==> src/rtl/pf_iod_dly_tap_ctrl.sv <==
`default_nettype none
// ============================================================================
// Module   : pf_iod_dly_tap_ctrl
// Purpose  : Fabric-side controller for the PolarFire IOD dynamic delay line.
//            Converts an absolute tap request into a paced sequence of
//            single-tap MOVE pulses (or one LOAD pulse) and tracks the tap
//            position the IOD is believed to hold.
// Ports    : FAB_CLK, ARST                 - clock, async active-high reset
//            REQ_VALID/REQ_READY           - request handshake (ready in IDLE)
//            REQ_LOAD, REQ_TAP             - reload request / absolute target
//            DONE, ERR                     - completion pulse, error flag
//            CUR_TAP                       - tracked tap position
//            DELAY_LINE_MOVE/DIRECTION/LOAD- IOD delay-line controls
//            DELAY_LINE_OUT_OF_RANGE       - IOD range flag
// Revision : 1.0 - initial release
// ============================================================================
module pf_iod_dly_tap_ctrl #(
   parameter int TAP_W    = 8,
   parameter int MAX_TAP  = 127,
   parameter int LOAD_TAP = 1,
   parameter int MOVE_GAP = 2
) (
   input  logic             FAB_CLK,
   input  logic             ARST,
   input  logic             REQ_VALID,
   output logic             REQ_READY,
   input  logic             REQ_LOAD,
   input  logic [TAP_W-1:0] REQ_TAP,
   output logic             DONE,
   output logic             ERR,
   output logic [TAP_W-1:0] CUR_TAP,
   output logic             DELAY_LINE_MOVE,
   output logic             DELAY_LINE_DIRECTION,
   output logic             DELAY_LINE_LOAD,
   input  logic             DELAY_LINE_OUT_OF_RANGE
);

   localparam int                 GAP_W    = (MOVE_GAP > 1) ? $clog2(MOVE_GAP) : 1;
   localparam logic [GAP_W-1:0]   GAP_LAST = GAP_W'(MOVE_GAP - 1);
   localparam logic [TAP_W-1:0]   MAX_C    = TAP_W'(MAX_TAP);
   localparam logic [TAP_W-1:0]   LOAD_C   = TAP_W'(LOAD_TAP);
   localparam logic [TAP_W-1:0]   ONE_C    = TAP_W'(1);

   typedef enum logic [2:0] {
      S_IDLE  = 3'd0,
      S_LOAD  = 3'd1,
      S_SETUP = 3'd2,
      S_MOVE  = 3'd3,
      S_GAP   = 3'd4,
      S_FIN   = 3'd5
   } state_t;

   state_t           state;
   logic [GAP_W-1:0] gap_cnt;
   logic [TAP_W-1:0] tgt;
   logic             is_load;   // current GAP belongs to a LOAD, not a MOVE

   always_ff @(posedge FAB_CLK or posedge ARST) begin
      if (ARST) begin
         state                <= S_IDLE;
         gap_cnt              <= '0;
         tgt                  <= '0;
         is_load              <= 1'b0;
         REQ_READY            <= 1'b1;
         DONE                 <= 1'b0;
         ERR                  <= 1'b0;
         CUR_TAP              <= LOAD_C;
         DELAY_LINE_MOVE      <= 1'b0;
         DELAY_LINE_DIRECTION <= 1'b0;
         DELAY_LINE_LOAD      <= 1'b0;
      end else begin
         case (state)
            S_IDLE: begin
               // REQ_READY is high throughout IDLE, so REQ_VALID alone is the handshake.
               if (REQ_VALID) begin
                  is_load   <= REQ_LOAD;
                  tgt       <= REQ_TAP;
                  ERR       <= 1'b0;
                  REQ_READY <= 1'b0;
                  if (REQ_LOAD) begin
                     DELAY_LINE_LOAD <= 1'b1;
                     state           <= S_LOAD;
                  end else if (REQ_TAP > MAX_C) begin
                     ERR   <= 1'b1;
                     DONE  <= 1'b1;
                     state <= S_FIN;
                  end else if (REQ_TAP == CUR_TAP) begin
                     DONE  <= 1'b1;
                     state <= S_FIN;
                  end else begin
                     // Registered so the IOD sees a stable direction a cycle before the first MOVE.
                     DELAY_LINE_DIRECTION <= (REQ_TAP > CUR_TAP);
                     state                <= S_SETUP;
                  end
               end
            end
            S_SETUP: begin
               DELAY_LINE_MOVE <= 1'b1;
               state           <= S_MOVE;
            end
            S_MOVE: begin
               DELAY_LINE_MOVE <= 1'b0;
               CUR_TAP         <= DELAY_LINE_DIRECTION ? CUR_TAP + ONE_C : CUR_TAP - ONE_C;
               gap_cnt         <= '0;
               state           <= S_GAP;
            end
            S_LOAD: begin
               DELAY_LINE_LOAD <= 1'b0;
               gap_cnt         <= '0;
               state           <= S_GAP;
            end
            S_GAP: begin
               if (gap_cnt != GAP_LAST) begin
                  gap_cnt <= gap_cnt + GAP_W'(1);
               end else if (is_load) begin
                  CUR_TAP <= LOAD_C;
                  DONE    <= 1'b1;
                  state   <= S_FIN;
               end else if (DELAY_LINE_OUT_OF_RANGE) begin
                  // The IOD refused the last step: undo it in the tracked position.
                  CUR_TAP <= DELAY_LINE_DIRECTION ? CUR_TAP - ONE_C : CUR_TAP + ONE_C;
                  ERR     <= 1'b1;
                  DONE    <= 1'b1;
                  state   <= S_FIN;
               end else if (CUR_TAP == tgt) begin
                  DONE  <= 1'b1;
                  state <= S_FIN;
               end else begin
                  DELAY_LINE_MOVE <= 1'b1;
                  state           <= S_MOVE;
               end
            end
            S_FIN: begin
               DONE      <= 1'b0;
               REQ_READY <= 1'b1;
               state     <= S_IDLE;
            end
            default: begin
               DELAY_LINE_MOVE <= 1'b0;
               DELAY_LINE_LOAD <= 1'b0;
               DONE            <= 1'b0;
               REQ_READY       <= 1'b1;
               state           <= S_IDLE;
            end
         endcase
      end
   end

endmodule
`default_nettype wire

==> config.mk <==
export PLATFORM = sky130hd
export DESIGN_NAME = pf_iod_dly_tap_ctrl
export DESIGN_NICKNAME = d
export VERILOG_FILES = /design/src/rtl/pf_iod_dly_tap_ctrl.sv
export SDC_FILE = /design/constraint.sdc
export NUM_CORES = 1
export LEC_CHECK = 0
export CELL_PAD_IN_SITES_DETAIL_PLACEMENT = 1
export CELL_PAD_IN_SITES_GLOBAL_PLACEMENT = 2
export CORE_MARGIN = 10
export CORE_UTILIZATION = 35
export CTS_BUF_LIST = sky130_fd_sc_hd__clkbuf_8
export CTS_CLUSTER_DIAMETER = 50
export CTS_CLUSTER_SIZE = 14
export DETAILED_ROUTE_END_ITERATION = 10
export PLACE_DENSITY = 0.82
export SLEW_MARGIN = 20
export SYNTH_ARGS = -nofsm -noshare
export SYNTH_HDL_FRONTEND = slang
export SYNTH_SLANG_ARGS = --single-unit
==> constraint.sdc <==
create_clock -name FAB_CLK -period 2.6 [get_ports FAB_CLK]
set_input_delay 0.39 -clock FAB_CLK [delete_from_list [all_inputs] [get_ports FAB_CLK]]
set_output_delay 0.39 -clock FAB_CLK [all_outputs]
set_load 0.05 [all_outputs]
==> impl_metrics.yaml <==
run_status:
  status: "completed"
cts:
  h-tree-depth: 1
  hold_buffers: 0
  cts_made_buffers: 3
  path_clk_slew_ns: 0.10
  cts-resized-gates: 0
  post-cts-setup-buffer-count: 0
  ctsRootBufferMaster: "clkbuf_8"
  clock_sinks: 27
  cts.path.max_buffers: 2
  cts_tree: "done"
  clk-insertion-delay-late_ns: 0.28
grt:
  grt_pass1_wl_mm: 9.28
  antenna_found_initial: 0
  grt_max_degree: 28
  grtUsageTotal_pct: 13.1
  grt_pass1_vias: 1807
  grt-ovfl-total: 0
yosys:
  synthMuxAreaShare_pct: 7.34
  synth.net_count: 220
  synth_cells: 196
  synthXorXnorAreaFrac_pct: 4.24
  synthSimpleGateAreaFrac_pct: 16.2
  synth_area_sq_mm: 0.00186
  synth_cell_types: 54
  ys_warn_count: 0
  avgSynthCellArea_sq_um: 9.48
  async_flop_share_pct: 100
  ys_seq_elements: 27
  synth_edf_count: 0
  synthAdderAreaFrac_pct: 7.41
  synthFlopType: "dfrtp_1"
  synth_top_family_by_area: "compound AO/OA/AOI/OAI gates"
  synth-compound-area-share_pct: 21.9
  yosysSeqAreaShare_pct: 36.5
sta:
  setup_tns_ns: 0
  finalSetupViolations: 0
  finalHoldViolations: 0
  max-slew-margin-rel_pct: 65.4
  post-route-min-period_ns: 2.17
  period_share_pct: 83.4
  fin_skew_ns: 0.00362
  worst_pin_slew_ns: 0.518
  whs_ns: 0.480
  fmax_ghz: 0.461
  rsz0062_at_grt: "no"
  slew_violations: 0
worst_setup_path:
  start_kind: "flop"
  cp_data_required_time_ns: 2.21
  cp_max_fo: 10
  crit_family: "buffers and inverters"
  path_class: "reg2out"
  arrival_ns: 1.78
  critical_path_buf_inv_count: 1
  cp_num_cells: 1
  critPathSlowestCell: "clkdlybuf4s50_1"
  endpoint_kind: "output pin"
  cpPeakStageDelay_ns: 0.84
  ff2ff_path_depth: 4
  crit_chain: "clkdlybuf4s50_1"
placement:
  placed_cell_area_sq_mm: 0.00227
  dp_hpwl_mm: 4.21
  io_buffers: 26
  dpl.cell_count: 300
  finalWeightedCongestion: 0.810
layout:
  finalInstanceArea_sq_mm: 0.00232
  final_cells: 304
  drive_gt1_share_pct: 16.2
  final_nets: 259
  antennaDiodeCount: 0
  area.growth.synth_to_final_pct: 24.8
  fin_util_pct: 45.1
die:
  fp.dieH_um: 92.9
  initial_utilization_pct: 36.1
  coreArea_sq_mm: 0.00514
  num_rows: 26
  die-area_sq_mm: 0.00862
  io_pins: 27
  dieWidth_um: 92.9
detailed_routing:
  wl_per_cell_um: 17.9
  first_pass_iters: 4
  vias: 1666
  drc_errors: 0
  wirelength_mm: 5.43
  via_per_inst: 5.48
  drt_iter0_markers: 147
  final_antenna_net_count: 0
worst_hold_path:
  min_path_type: "in2async"
pwr:
  leakage_nw: 1.03
  power.density_mw_per_mm2: 1330
  ir_drop_v: 0.000477
flow_run:
  drv_cap: 0
per-layer routing:
| layer | wire, um | up-vias | GRT usage [%] |
|---|---|---|---|
| met5 | 0 | - | 0 |
| met4 | 27 | 0 | 2.83 |
| met3 | 171 | 2 | 2.26 |
| met2 | 2490 | 23 | 20.9 |
| met1 | 2740 | 831 | 17.9 |
| li1 | - | 810 | - |
sequential cells by signal, indices dropped and copies added, names as in the netlist:
name                  count
CUR_TAP                   8
DELAY_LINE_DIRECTION      1
DELAY_LINE_LOAD           1
DELAY_LINE_MOVE           1
DONE                      1
ERR                       1
REQ_READY                 1
gap_cnt                   1
is_load                   1
state                     3
tgt                       8
synthesized netlist by cell type, types with 3 or more instances:
cell type	n	share of area (%)
a22oi_1	4	1.6
xnor2_1	9	4.2
a21o_1	4	1.6
mux2_2	9	5.5
nand4_1	5	1.7
a31oi_1	5	1.7
nand3_1	4	1.1
nor3_1	4	1.1
clkbuf_1	4	0.81
nor4_1	4	1.3
a2111oi_0	3	1.4
inv_1	16	3.2
nand2b_1	4	1.3
a21oi_1	16	4.3
nor2_1	7	1.4
o21ai_0	6	1.6
nand2_1	10	2.0
ha_1	11	7.4
dfrtp_1	25	34
a211oi_1	3	1.2
cell families (layout without fill, tap and decap cells):
group | after synthesis | in the layout
compound gates | 59 | 59
mux | 12 | 12
flops | 27 | 27
simple gates | 53 | 53
fa+ha+maj | 11 | 11
xor+xnor | 9 | 9
buf+inv | 25 | 63
cell usage in the layout, fill, tap and decap left out, types with 5 or more instances in the layout:
cell / count
ha_1: 11
o21ai_0: 6
a21oi_1: 16
dfrtp_1: 25
xnor2_1: 9
inv_1: 16
nor2_1: 7
clkdlybuf4s50_1: 26
nand4_1: 5
buf_4: 17
nand2_1: 10
a31oi_1: 5
mux2_2: 9
layout make-up:
| type | instances | area [sq um] |
|---|---|---|
| clock buffer | 3 | 41.3 |
| clock inverter | 1 | 5.00 |
| fill | 610 | 2820 |
| inverter | 16 | 60.1 |
| multi-input combinational | 144 | 1060 |
| sequential | 27 | 678 |
| tap | 70 | 87.6 |
| timing repair buffer | 43 | 388 |
path summary, 6_finish.rpt:
| path | from | endpoint | slack, ns |
|---|---|---|---|
| worst max-delay path | CUR_TAP[0] | CUR_TAP[0] | 0.43 |
| worst min-delay path | ARST | is_load | 0.48 |
| worst max register to register | is_load | CUR_TAP[3] | 0.47 |
| worst min register to register | DELAY_LINE_MOVE | DELAY_LINE_MOVE | 0.52 |
| max in group asynchronous | ARST | REQ_READY | 1.81 |
| min in group FAB_CLK | DELAY_LINE_MOVE | DELAY_LINE_MOVE | 0.52 |
report_power, final:
| part | internal, W | switching (W) | total, W |
|---|---|---|---|
| registers | 0.000623 | 0.000189 | 0.000813 |
| logic | 0.000866 | 0.00116 | 0.00203 |
| clock network | 0.000108 | 0.000142 | 0.000250 |
| total | 0.00160 | 0.00149 | 0.00309 |
through the flow:
step,total power (W),setup WS [ns]
after floorplan,0.00218,0.383
after global placement,0.00282,0.386
after detailed placement,0.00286,0.347
after CTS,0.00312,0.408
after global routing,0.00338,0.344
final,0.00309,0.431
(Power assumes the default switching activity.)
